## src/rtl/picosoc_uart_pkg.sv

```systemverilog
// Shared UART definitions: register map, STATUS bit positions, FSM encodings, divisor floor.
// Intended to be reused by a future picosoc_uart_rx.
package picosoc_uart_pkg;

  localparam logic [1:0] REG_DATA   = 2'd0;
  localparam logic [1:0] REG_STATUS = 2'd1;
  localparam logic [1:0] REG_DIV    = 2'd2;
  localparam logic [1:0] REG_CTRL   = 2'd3;

  localparam int STS_BUSY    = 0;
  localparam int STS_FULL    = 1;
  localparam int STS_EMPTY   = 2;
  localparam int STS_LVL_LSB = 4;
  localparam int STS_OVF     = 8;

  localparam logic [15:0] DIV_MIN = 16'd2;

  typedef enum logic [2:0] {
    S_IDLE   = 3'd0,
    S_START  = 3'd1,
    S_DATA   = 3'd2,
    S_PARITY = 3'd3,
    S_STOP   = 3'd4
  } tx_state_e;

  function automatic logic [15:0] clamp_div(input logic [15:0] d);
    return (d < DIV_MIN) ? DIV_MIN : d;
  endfunction

endpackage

```

## src/rtl/picosoc_sync_fifo.sv

```systemverilog
// Single-clock FIFO; pop-before-push on a full FIFO, pop ignored when empty.
module picosoc_sync_fifo #(
  parameter int WIDTH = 8,
  parameter int DEPTH = 8,
  parameter int LW    = $clog2(DEPTH) + 1
) (
  input  logic             clk,
  input  logic             reset_n,
  input  logic             push,
  input  logic [WIDTH-1:0] din,
  input  logic             pop,
  output logic [WIDTH-1:0] dout,
  output logic             full,
  output logic             empty,
  output logic [LW-1:0]    level
);
  localparam int AW = $clog2(DEPTH);

  logic [WIDTH-1:0] mem [DEPTH];
  logic [AW:0]      wr_ptr, rd_ptr;
  logic             do_push, do_pop;

  // Extra MSB on each pointer distinguishes full from empty.
  assign level   = wr_ptr - rd_ptr;
  assign full    = (level == LW'(DEPTH));
  assign empty   = (level == '0);
  assign dout    = mem[rd_ptr[AW-1:0]];
  assign do_pop  = pop && !empty;
  assign do_push = push && (!full || do_pop);

  always_ff @(posedge clk or negedge reset_n) begin
    if (!reset_n) begin
      wr_ptr <= '0;
      rd_ptr <= '0;
    end else begin
      if (do_push) wr_ptr <= wr_ptr + 1'b1;
      if (do_pop)  rd_ptr <= rd_ptr + 1'b1;
    end
  end

  always_ff @(posedge clk) begin
    if (do_push) mem[wr_ptr[AW-1:0]] <= din;
  end

endmodule

```

## src/rtl/picosoc_uart_tx.sv

```systemverilog
// Memory-mapped UART transmitter: register decode, TX FIFO, baud/bit counters, serialiser FSM.
// Define UART_TX_PARITY_EN to add a parity bit (even, or odd via CTRL[1]).
import picosoc_uart_pkg::*;

module picosoc_uart_tx #(
  parameter int CLK_DIV_RST = 868,
  parameter int FIFO_DEPTH  = 8
) (
  input  logic        clk,
  input  logic        reset_n,
  input  logic        reg_sel,
  input  logic [3:0]  reg_wstrb,
  input  logic [3:0]  reg_addr,
  input  logic [31:0] reg_wdata,
  output logic [31:0] reg_rdata,
  output logic        reg_ready,
  output logic        uart_txd,
  output logic        tx_irq
);
  localparam int LW = $clog2(FIFO_DEPTH) + 1;

  tx_state_e   state;
  logic [15:0] div, cnt;
  logic [2:0]  bitn;
  logic [7:0]  shreg;
  logic        irq_en, ovf;
`ifdef UART_TX_PARITY_EN
  logic        parity_odd, par;
`endif

  logic          fifo_full, fifo_empty, push, pop, busy, bit_end;
  logic [7:0]    fifo_dout;
  logic [LW-1:0] fifo_level;
  logic [31:0]   lvl32, rd_val;
  logic [1:0]    ridx;
  logic          wr, rd;
  logic          unused_bits;

  assign ridx    = reg_addr[3:2];
  // Inputs are still held during the ready cycle, so side effects use them live.
  assign wr      = reg_ready && (reg_wstrb != 4'd0);
  assign rd      = reg_ready && (reg_wstrb == 4'd0);
  assign push    = wr && (ridx == REG_DATA) && reg_wstrb[0];
  assign busy    = (state != S_IDLE);
  assign bit_end = (cnt == 16'd0);
  assign pop     = !fifo_empty && ((state == S_IDLE) || (state == S_STOP && bit_end));
  assign tx_irq  = irq_en && fifo_empty;
  assign lvl32   = 32'(fifo_level);

  assign unused_bits = ^{reg_addr[1:0], reg_wdata[31:16], lvl32[31:4]};

  picosoc_sync_fifo #(.WIDTH(8), .DEPTH(FIFO_DEPTH), .LW(LW)) u_fifo (
    .clk     (clk),
    .reset_n (reset_n),
    .push    (push),
    .din     (reg_wdata[7:0]),
    .pop     (pop),
    .dout    (fifo_dout),
    .full    (fifo_full),
    .empty   (fifo_empty),
    .level   (fifo_level)
  );

  always_comb begin
    rd_val = '0;
    case (ridx)
      REG_STATUS: begin
        rd_val[STS_BUSY]              = busy;
        rd_val[STS_FULL]              = fifo_full;
        rd_val[STS_EMPTY]             = fifo_empty;
        rd_val[STS_LVL_LSB +: 4]      = lvl32[3:0];
        rd_val[STS_OVF]               = ovf;
      end
      REG_DIV:  rd_val[15:0] = div;
      REG_CTRL: begin
        rd_val[0] = irq_en;
`ifdef UART_TX_PARITY_EN
        rd_val[1] = parity_odd;
`endif
      end
      default: rd_val = '0;
    endcase
  end

  always_ff @(posedge clk or negedge reset_n) begin
    if (!reset_n) begin
      reg_ready  <= 1'b0;
      reg_rdata  <= '0;
      div        <= 16'(CLK_DIV_RST);
      irq_en     <= 1'b0;
      ovf        <= 1'b0;
`ifdef UART_TX_PARITY_EN
      parity_odd <= 1'b0;
`endif
    end else begin
      reg_ready <= reg_sel && !reg_ready;
      reg_rdata <= (reg_sel && !reg_ready && reg_wstrb == 4'd0) ? rd_val : '0;
      if (wr && ridx == REG_DIV)
        div <= clamp_div({reg_wstrb[1] ? reg_wdata[15:8] : div[15:8],
                          reg_wstrb[0] ? reg_wdata[7:0]  : div[7:0]});
      if (wr && ridx == REG_CTRL && reg_wstrb[0]) begin
        irq_en     <= reg_wdata[0];
`ifdef UART_TX_PARITY_EN
        parity_odd <= reg_wdata[1];
`endif
      end
      if (push && fifo_full && !pop)
        ovf <= 1'b1;
      else if (rd && ridx == REG_STATUS)
        ovf <= 1'b0;
    end
  end

  // Bit counter reloads from div only at a bit boundary, so DIV writes never split a bit.
  always_ff @(posedge clk or negedge reset_n) begin
    if (!reset_n) begin
      state    <= S_IDLE;
      uart_txd <= 1'b1;
      cnt      <= '0;
      bitn     <= '0;
      shreg    <= '0;
`ifdef UART_TX_PARITY_EN
      par      <= 1'b0;
`endif
    end else begin
      case (state)
        S_IDLE: begin
          if (!fifo_empty) begin
            state    <= S_START;
            uart_txd <= 1'b0;
            shreg    <= fifo_dout;
`ifdef UART_TX_PARITY_EN
            par      <= ^fifo_dout;
`endif
            cnt      <= div - 16'd1;
          end
        end
        S_START: begin
          if (bit_end) begin
            state    <= S_DATA;
            uart_txd <= shreg[0];
            bitn     <= 3'd0;
            cnt      <= div - 16'd1;
          end else cnt <= cnt - 16'd1;
        end
        S_DATA: begin
          if (bit_end) begin
            cnt <= div - 16'd1;
            if (bitn == 3'd7) begin
`ifdef UART_TX_PARITY_EN
              state    <= S_PARITY;
              uart_txd <= par ^ parity_odd;
`else
              state    <= S_STOP;
              uart_txd <= 1'b1;
`endif
            end else begin
              bitn     <= bitn + 3'd1;
              shreg    <= shreg >> 1;
              uart_txd <= shreg[1];
            end
          end else cnt <= cnt - 16'd1;
        end
`ifdef UART_TX_PARITY_EN
        S_PARITY: begin
          if (bit_end) begin
            state    <= S_STOP;
            uart_txd <= 1'b1;
            cnt      <= div - 16'd1;
          end else cnt <= cnt - 16'd1;
        end
`endif
        S_STOP: begin
          if (bit_end) begin
            if (!fifo_empty) begin
              state    <= S_START;
              uart_txd <= 1'b0;
              shreg    <= fifo_dout;
`ifdef UART_TX_PARITY_EN
              par      <= ^fifo_dout;
`endif
              cnt      <= div - 16'd1;
            end else begin
              state    <= S_IDLE;
              uart_txd <= 1'b1;
            end
          end else cnt <= cnt - 16'd1;
        end
        default: begin
          state    <= S_IDLE;
          uart_txd <= 1'b1;
        end
      endcase
    end
  end

endmodule

```

## config.mk

```make
export PLATFORM = sky130hd
export DESIGN_NAME = picosoc_uart_tx
export DESIGN_NICKNAME = d
export VERILOG_FILES = /design/src/rtl/picosoc_uart_pkg.sv /design/src/rtl/picosoc_sync_fifo.sv /design/src/rtl/picosoc_uart_tx.sv
export SDC_FILE = /design/constraint.sdc
export NUM_CORES = 1
export LEC_CHECK = 0
export CORE_ASPECT_RATIO = 0.75
export CORE_MARGIN = 2
export CORE_UTILIZATION = 60
export CTS_CLUSTER_DIAMETER = 50
export DETAILED_ROUTE_END_ITERATION = 7
export HOLD_SLACK_MARGIN = 0.03
export PLACE_DENSITY_LB_ADDON = 0.2
export SYNTH_ARGS = -nofsm -noshare
export SYNTH_HDL_FRONTEND = slang
export SYNTH_SLANG_ARGS = --single-unit
```

## constraint.sdc

```tcl
create_clock -name clk -period 7.43 [get_ports clk]
set_input_delay 1.486 -clock clk [delete_from_list [all_inputs] [get_ports clk]]
set_output_delay 1.486 -clock clk [all_outputs]
set_load 0.03 [all_outputs]
```

Yosys cells after proc, flatten, opt, wreduce, memory -nomap -nowiden

Memories as Yosys holds them, arrays and structs flattened.
Index checks and enable logic that the tools add are counted.

Register bits: 74
Memory bits (writable): 64
Bits of input ports: 43
Output and inout port bits: 35
Logic and storage cells: 113
Memories kept: 1

Memory list:

| name       | depth | bits a word | read ports | clocked after memory_dff | wr ports | RTL line                | text |
|---|---|---|---|---|---|---|---|
| u_fifo.mem | 8     | 8           | 1          | 0                        | 1        | picosoc_sync_fifo.sv:19 | `logic [WIDTH-1:0] mem [DEPTH];` |

Add/subtract/negate cells: 6
Order comparisons: 1
Equal/unequal tests: 14
Mux-type cells: 40
Reduce and logical (&&, ||, !) cells: 39

Operators with widths:

| cell                                                                          | number |
|---|---|
| 16-bit 2-to-1 mux                                                             | 5 |
| 8-bit 2-to-1 mux                                                              | 6 |
| 16-bit case mux with 3 select lines                                           | 1 |
| 16-bit by 1-bit subtractor with 16-bit output, second input constant          | 2 |
| 3-bit 2-to-1 mux                                                              | 8 |
| 8-bit case mux with 3 select lines                                            | 1 |
| 1-bit logical AND                                                             | 17 |
| 16-bit zero test                                                              | 1 |
| 16-bit by 2-bit less-than comparator with 1-bit output, second input constant | 1 |
| 1-bit 2-to-1 mux                                                              | 12 |
| 2-bit != test, second input constant                                          | 6 |
| 3-bit case mux with 4 select lines                                            | 1 |
| 4-bit AND reduction                                                           | 3 |
| 5-bit case mux with 2 select lines                                            | 1 |
| 3-bit nonzero test                                                            | 3 |
| 4-bit by 1-bit adder with 4-bit output, second input constant                 | 2 |
| 4-bit zero test                                                               | 2 |
| 7-bit 2-to-1 mux                                                              | 1 |
| 3-bit equality test, second input constant                                    | 2 |
| 3-bit case mux with 2 select lines                                            | 1 |
| 5-bit AND reduction                                                           | 1 |
| 2-bit equality test, second input constant                                    | 2 |
| 4-bit equality test, second input constant                                    | 1 |
| 1-bit zero test                                                               | 4 |
| other kinds (14)                                                              | 16 |

Depth between registers and ports, before layout

Gate-level depths: netlist of run 1.

Depth after elaboration: 9
Depth in mapped cells: 11
Mapped depth without buffers: 10

Cells and area by module

Synthesis of run 1 repeated with hierarchy kept, for this count alone.

Cell total of the unflattened synthesis: 634
Area total of the unflattened synthesis: 7,130.6 um^2

By module, submodules not included:

| module            | times used | cells an instance | area an instance (um^2) | seq. area each (um^2) |
|---|---|---|---|---|
| picosoc_uart_tx   | 1          | 465               | 4,162.7                 | 1,659.1 |
| picosoc_sync_fifo | 1          | 169               | 2,967.8                 | 2,122.0 |

Least setup slack after synthesis of run 1

Ideal clock, no wire load.

Path kind: register -> output
Start point: register u_fifo.rd_ptr[1]
End point: output port tx_irq
Arrival: 2.885 ns
Data required time: 5.944 ns
Setup slack: 3.059 ns
Stages on the path, launching flop included: 9
Buffers on the path: 2
Path through: dfrtp_1 > clkbuf_1 > clkbuf_1 > inv_1 > fa_1 > xor2_1 > or3_2 > a21oi_1 > and2_1

Cells in the longest elaborated chain, start to end: 3

Ends and longest elaborated chain:

| element                  | RTL line                | text |
|---|---|---|
| start: declaration       | picosoc_sync_fifo.sv:20 | `logic [AW:0] wr_ptr, rd_ptr;` |
| start signal: assignment | picosoc_sync_fifo.sv:37 | `if (do_pop) rd_ptr <= rd_ptr + 1'b1;` |
| 4-bit subtractor         | picosoc_sync_fifo.sv:24 | `assign level = wr_ptr - rd_ptr;` |
| 4-bit zero test          | picosoc_sync_fifo.sv:26 | `assign empty = (level == '0);` |
| 1-bit logical AND        | picosoc_uart_tx.sv:47   | `assign tx_irq = irq_en && fifo_empty;` |
| end: declaration         | picosoc_uart_tx.sv:18   | `output logic tx_irq` |

No other way between the ends.

Final worst setup path of run 1

Ends and elaborated chain as after synthesis.

==> summary.txt, run 1 <==
Run status
  – Outcome: complete, no violations

CTS
  – Post-cts resize count: 0
  – Root buf cell: clkbuf_16
  – CTS tree: done
  – Cts hold-fix bufs: 0
  – Worst-Skew Late Latency: 430 ps
  – Clock buffer depth: 2
  – Inserted Clock Buffers: 17
  – CTS Sinks: 138
  – Clock Pin Slew Worst Setup and Hold Paths: 60 ps
  – Htree depth: 4
  – Postcts setup bufs: 0

Cells and area
  – Nets: 656
  – Layout cell share with drive strength beyond 1: 0.170
  – Synth-to-layout area growth: 15.5%
  – Design Area, Final: 7890 sq um
  – Ant diodes: 0
  – Finished Layout Cells: 751

Floorplanning
  – Ports: 78
  – Die Y: 96.4 um
  – Die W: 127 um
  – Die area: 12300 sq um
  – Initial Utilization: 0.620
  – Cell Rows: 33
  – Core box area: 11000 sq um

Timing
  – Final Max Tran Viols: 0
  – Rel. slew slack: 0.290
  – Tightest Pin Transition: 1050 ps
  – Final number of setup-violating endpoints: 0
  – RSZ-0062 raised after global routing: false
  – Period utilisation layout: 0.713
  – Post-layout min period: 5300 ps
  – Fmax: 189 MHz
  – Setup TNS: 0 ps
  – Worst Skew: 11.8 ps
  – Final Hold Vio Count: 0

GRT
  – First-pass GRT wire length: 24.8 mm
  – Vias in the first global route: 4658
  – Total Routing Usage GR: 0.273
  – Total gr overflow: 0
  – Initial antenna violation count: 0
  – Largest net degree at the start of global routing: 75

Synthesis
  – Largest family of logic cells by synthesized area: simple AND/OR/NAND/NOR gates
  – Most frequent cell after synthesis: dfrtp_1
  – Adder-Cell Fraction of Synth Area: 0.0286
  – Synth warn: 0
  – Complex-gate fraction of the synthesized area: 0.108
  – Asr flop ratio synth: 0.536
  – Predominant post-synthesis flop cell: dfrtp_1
  – Largest cells by area after synthesis: edfxtp_1, dfrtp_1, mux4_2
  – Post-Synth XOR/XNOR Area: 0.0333
  – Post-synth EDFFs: 64
  – Mux cell area share after synthesis: 0.102
  – Mapped Cells: 554
  – Synth top cells by count: dfrtp_1, edfxtp_1, nor2_1, o21ai_0, mux2_2
  – Netlist cell types: 74
  – Yosys top cell by area: edfxtp_1
  – Avg Cell Area, Syn: 12.3 sq um
  – Number of synthesized register bits: 138
  – Post-Synth Simple-Gate Area: 0.126
  – Post-synth top area share: 0.281
  – Syn Std Cell Area: 6830 sq um
  – Seq/Total Area, Yosys: 0.554

Power
  – Register share of total power: 0.392
  – Switching share of total power: 0.341
  – Pwr/cell area: 340 nW/um^2
  – Gate power share: 0.277
  – Static Leakage: 3.03 nW
  – Tot Pwr: 0.00268 W
  – Max IR drop VDD: 0.215 mV
  – Clock share of power: 0.331
  – Sw power: 0.000914 W
  – Int Power: 0.00177 W

Routing
  – Antenna Nets Post-Route: 0
  – Drt pass-1 iters: 5
  – First-iteration detailed-routing DRC count: 489
  – Via count: 4787
  – Drc violations: 0
  – Vias/cell: 6.37
  – Routed WL: 15.5 mm
  – WL/cell: 20.7 um

Critical path
  – R2r endpoint: shreg[3]$_DFFE_PN0P_
  – Arrival time of the worst setup path: 3810 ps
  – Worst r2r path cells: 9
  – Flop2flop setup slack: 3640 ps
  – Critical setup path kind: reg2out
  – Slowest Stage Delay on Critical Path: 830 ps
  – Worst path cell trace: inv_1 > fa_1 > xor2_1 > or3_2 > a21oi_1 > and2_1 > clkdlybuf4s50_1
  – Crit-path slowest cell: dfrtp_1
  – Crit-path max FO: 17
  – Worst Setup End Kind: output port
  – Data required, critical path: 5940 ps
  – Worst reg2reg path startpoint: u_fifo.rd_ptr[1]$_DFFE_PN0P_
  – Critical Path Source Type: flip-flop

Min path
  – Hold Crit Depth: 1
  – Worst hold path startpoint: shreg[7]$_DFFE_PN0P_
  – Hold Path Sink: shreg[7]$_DFFE_PN0P_
  – Hold WC Path Type: reg2reg

Placed design
  – Dpl cells: 719
  – GPL Wtd Cong: 0.889
  – Post-DP HPWL: 10.4 mm
  – Post-place instance area: 7260 sq um
  – Port bufs: 43

Run
  – Maxcap violations: 0
## cells by family after synthesis
group | after synthesis
and+or+nand+nor | 163
DFF | 138
AOI/OAI and AO/OA | 110
buffers and inverters | 54
muxes | 47
xor gates and xnor gates | 26
adders and majority gates | 15
other | 1
## routing by layer
| metal | global-route usage | up-vias | routed length, um |
|---|---|---|---|
| li1 | - | 2143 | - |
| met1 | 0.391 | 2378 | 6920 |
| met2 | 0.413 | 233 | 7020 |
| met3 | 0.0710 | 33 | 1340 |
| met4 | 0.0907 | 0 | 273 |
| met5 | 0 | - | 0 |
## flip-flops by register name, summed over array words and instances (netlist names), 3 cells and up
register	count
bitn	3
cnt	16
div	16
reg_rdata	16
shreg	8
state	3
u_fifo.mem	64
u_fifo.rd_ptr	4
u_fifo.wr_ptr	4
## power by group through the flow
stage          registers [W]  logic [W]  clock network (W)
3_5_place_dp         0.00106   0.000722                  0
6_report             0.00105   0.000743           0.000887
3_3_place_gp         0.00105   0.000693                  0
5_1_grt              0.00107   0.000812           0.000929
2_1_floorplan        0.00102   0.000571                  0
4_1_cts              0.00105   0.000733           0.000894
## layout by cell type (no fill, tap or decap), types with 4 or more instances in the layout
cell type and instances:
a21oi_1 21, dfrtp_1 68, o22a_1 5, a22oi_1 8, mux4_2 16, or3_1 4, nand2_1 20, and2_1 9
a31oi_1 6, nand3_1 20, buf_4 6, o211ai_1 4, o22ai_1 5, mux2_2 23, nor2_1 54, inv_1 14
inv_6 5, clkbuf_16 17, nor3_1 17, edfxtp_1 64, xnor2_1 16, mux2i_1 8, clkdlybuf4s50_1 42, a22o_1 6
nor3b_1 4, ha_1 14, o21ai_0 26, conb_1 16, xor2_1 10, dfstp_2 6, inv_8 4, nor4_1 8
## critical path, delay by kind of cell (launching register included)
kind                     cells  cell delay (ps)
AO/OA/AOI/OAI                1              300
flip-flops                   1              830
AND/OR/NAND/NOR              2              650
adder cells (fa/ha/maj)      1              490
XOR/XNOR                     1              190
buffers and inverters        2              930
## layout make-up
cell class / count / area [sq um]
Clock inverter: 15 / 196
Sequential cell: 138 / 3780
Timing Repair Buffer: 49 / 470
Multi-Input combinational cell: 377 / 2780
Tap cell: 140 / 175
Clock buffer: 17 / 425
Inverter: 15 / 56.3
Fill cell: 733 / 3140
## stage by stage
step,worst slack (ps),hold WS [ps],utilization
finish,2130,488,0.715
floorplan,3060,450,-
global placement,2610,469,0.659
global route,1930,502,0.715
detailed placement,2620,471,0.659
CTS,2140,486,0.715
## worst max path at each step
stage	from	endpoint	slack, ps
after floorplan	u_fifo.rd_ptr[1]$_DFFE_PN0P_	tx_irq	3060
after global placement	u_fifo.rd_ptr[1]$_DFFE_PN0P_	tx_irq	2610
after detailed placement	u_fifo.rd_ptr[1]$_DFFE_PN0P_	tx_irq	2620
after CTS	u_fifo.rd_ptr[1]$_DFFE_PN0P_	tx_irq	2140
after global routing	u_fifo.rd_ptr[1]$_DFFE_PN0P_	tx_irq	1930
final	u_fifo.rd_ptr[1]$_DFFE_PN0P_	tx_irq	2130
Power figures use the tool's default switching activity.
==> inputs of run 2 (changes only) <==
--- a/config.mk
+++ b/config.mk
@@ -7,7 +7,7 @@
 export LEC_CHECK = 0
 export CORE_ASPECT_RATIO = 0.75
 export CORE_MARGIN = 2
-export CORE_UTILIZATION = 60
+export CORE_UTILIZATION = 56
 export CTS_CLUSTER_DIAMETER = 50
 export DETAILED_ROUTE_END_ITERATION = 7
 export HOLD_SLACK_MARGIN = 0.03
==> constraint.sdc (replaced) <==
create_clock -name clk -period 5 [get_ports clk]
set_input_delay 1 -clock clk [delete_from_list [all_inputs] [get_ports clk]]
set_output_delay 1 -clock clk [all_outputs]
set_load 0.03 [all_outputs]
==> summary.txt, run 2 (synthesis gave the netlist of run 1 again) <==
Run status
  – Outcome: complete, no violations

Placed design
  – Post-place instance area: 7290 sq um
  – Post-DP HPWL: 10.6 mm
  – GPL Wtd Cong: 0.844
  – Port bufs: 43

Routing
  – WL/cell: 20.4 um
  – Drt pass-1 iters: 5
  – Antenna Nets Post-Route: 0
  – Routed WL: 15.7 mm
  – First-iteration detailed-routing DRC count: 481
  – Vias/cell: 6.15
  – Drc violations: 0
  – Via count: 4753

Floorplanning
  – Die W: 132 um
  – Cell Rows: 34
  – Initial Utilization: 0.582
  – Core box area: 11700 sq um
  – Die area: 13100 sq um
  – Die Y: 99.6 um
  – Ports: 78

Cells and area
  – Max reg flops: 64
  – Design Area, Final: 7900 sq um
  – Nets: 656
  – Layout cell share with drive strength beyond 1: 0.169
  – Synth-to-layout area growth: 15.7%
  – Commonest non-fill, non-tap cell in the layout: dfrtp_1
  – Ant diodes: 0
  – Most frequent cells in the layout: dfrtp_1, edfxtp_1, nor2_1, clkdlybuf4s50_1, o21ai_0
  – Final core utilization: 0.673

Timing
  – Fmax: 220 MHz
  – Worst Skew: 11.0 ps
  – Post-layout min period: 4540 ps
  – Rel. slew slack: 0.258
  – Hold_ws: 481 ps
  – Period utilisation layout: 0.907
  – Final number of setup-violating endpoints: 0
  – Final Max Tran Viols: 0
  – RSZ-0062 raised after global routing: false
  – Final Hold Vio Count: 0
  – Setup TNS: 0 ps
  – Tightest Pin Transition: 1100 ps

Power
  – Max IR drop VDD: 0.309 mV
  – Static Leakage: 3.03 nW
  – Pwr/cell area: 501 nW/um^2

Critical path
  – Data required, critical path: 4000 ps
  – Flop2flop setup slack: 1490 ps
  – Worst Setup End Kind: output port
  – R2r endpoint: shreg[3]$_DFFE_PN0P_
  – Worst r2r path cells: 11
  – Crit-path max FO: 4
  – Arrival time of the worst setup path: 3540 ps
  – Critical Path Source Type: flip-flop
  – Worst reg2reg path startpoint: u_fifo.wr_ptr[0]$_DFFE_PN0P_
  – Critical setup path kind: reg2out

CTS
  – Worst-Skew Late Latency: 430 ps
  – CTS tree: done
  – Cts hold-fix bufs: 0
  – Postcts setup bufs: 0
  – CTS Sinks: 138
  – Root buf cell: clkbuf_16
  – Htree depth: 4
  – Clock buffer depth: 2
  – Post-cts resize count: 0
  – Inserted Clock Buffers: 17
  – Clock Pin Slew Worst Setup and Hold Paths: 60 ps

Min path
  – Worst hold path startpoint: shreg[7]$_DFFE_PN0P_
  – Hold Path Sink: shreg[7]$_DFFE_PN0P_
  – Hold WC Path Type: reg2reg
  – Hold Crit Depth: 1

Run
  – Maxcap violations: 0

GRT
  – Total Routing Usage GR: 0.256
  – Largest net degree at the start of global routing: 75
  – Vias in the first global route: 4611
  – First-pass GRT wire length: 25.3 mm
  – Initial antenna violation count: 0
  – Total gr overflow: 0
## run 2: cell counts in the layout (fill, tap and decap cells not counted)
Identical to the previous run, type by type.
## run 2: layout make-up
cell class	instances	area, sq um
Tap cell	162	203
Timing Repair Buffer	49	473
Inverter	15	56.3
Sequential cell	138	3780
Clock inverter	15	181
Clock buffer	17	425
Fill cell	847	3840
Multi-Input combinational cell	377	2780
## run 2: critical path, cell delays in order, from the launching register on
cell and delay [ps]:
dfrtp_1 420, inv_1 170, ha_1 210, inv_1 60, fa_1 390, xor2_1 210
or3_2 470, a21oi_1 310, and2_1 200, clkdlybuf4s50_1 670
## run 2: layer usage
layer / vias up / global-route usage / wire length (um)
met5: - / 0 / 0
met4: 0 / 0.0970 / 303
met3: 33 / 0.0652 / 1030
met2: 212 / 0.377 / 7090
met1: 2368 / 0.370 / 7300
li1: 2140 / - / -
## run 2: through the flow
step / setup WS (ps) / cells / total power, W
3_5_place_dp: 957 / 741 / 0.00265
5_1_grt: 348 / 773 / 0.00415
3_3_place_gp: 1060 / 741 / 0.00260
2_1_floorplan: 1120 / 569 / 0.00236
4_1_cts: 476 / 773 / 0.00396
6_report: 463 / 773 / 0.00396
## run 2: where the power goes
group | switching, W | internal [W] | total [W]
logic | 0.000620 | 0.000504 | 0.00112
registers | 0.000177 | 0.00136 | 0.00154
clock network | 0.000537 | 0.000756 | 0.00129
total | 0.00133 | 0.00262 | 0.00396
## run 2: worst max path at each step
stage	end	startpoint	slack, ps	depth (start not counted)
final	tx_irq	u_fifo.wr_ptr[0]$_DFFE_PN0P_	460	9
after global routing	tx_irq	u_fifo.wr_ptr[0]$_DFFE_PN0P_	350	9
after CTS	tx_irq	u_fifo.wr_ptr[0]$_DFFE_PN0P_	480	9
after detailed placement	tx_irq	u_fifo.wr_ptr[0]$_DFFE_PN0P_	960	9
after global placement	tx_irq	u_fifo.rd_ptr[1]$_DFFE_PN0P_	1060	8
after floorplan	tx_irq	u_fifo.rd_ptr[1]$_DFFE_PN0P_	1120	8
==> inputs of run 3 (changes only) <==
--- a/config.mk
+++ b/config.mk
@@ -5,6 +5,7 @@
 export SDC_FILE = /design/constraint.sdc
 export NUM_CORES = 1
 export LEC_CHECK = 0
+export CAP_MARGIN = 10
 export CORE_ASPECT_RATIO = 0.75
 export CORE_MARGIN = 2
 export CORE_UTILIZATION = 56
==> results of run 3 <==
The final DEF is identical to that of run 2; final timing and power are the same.
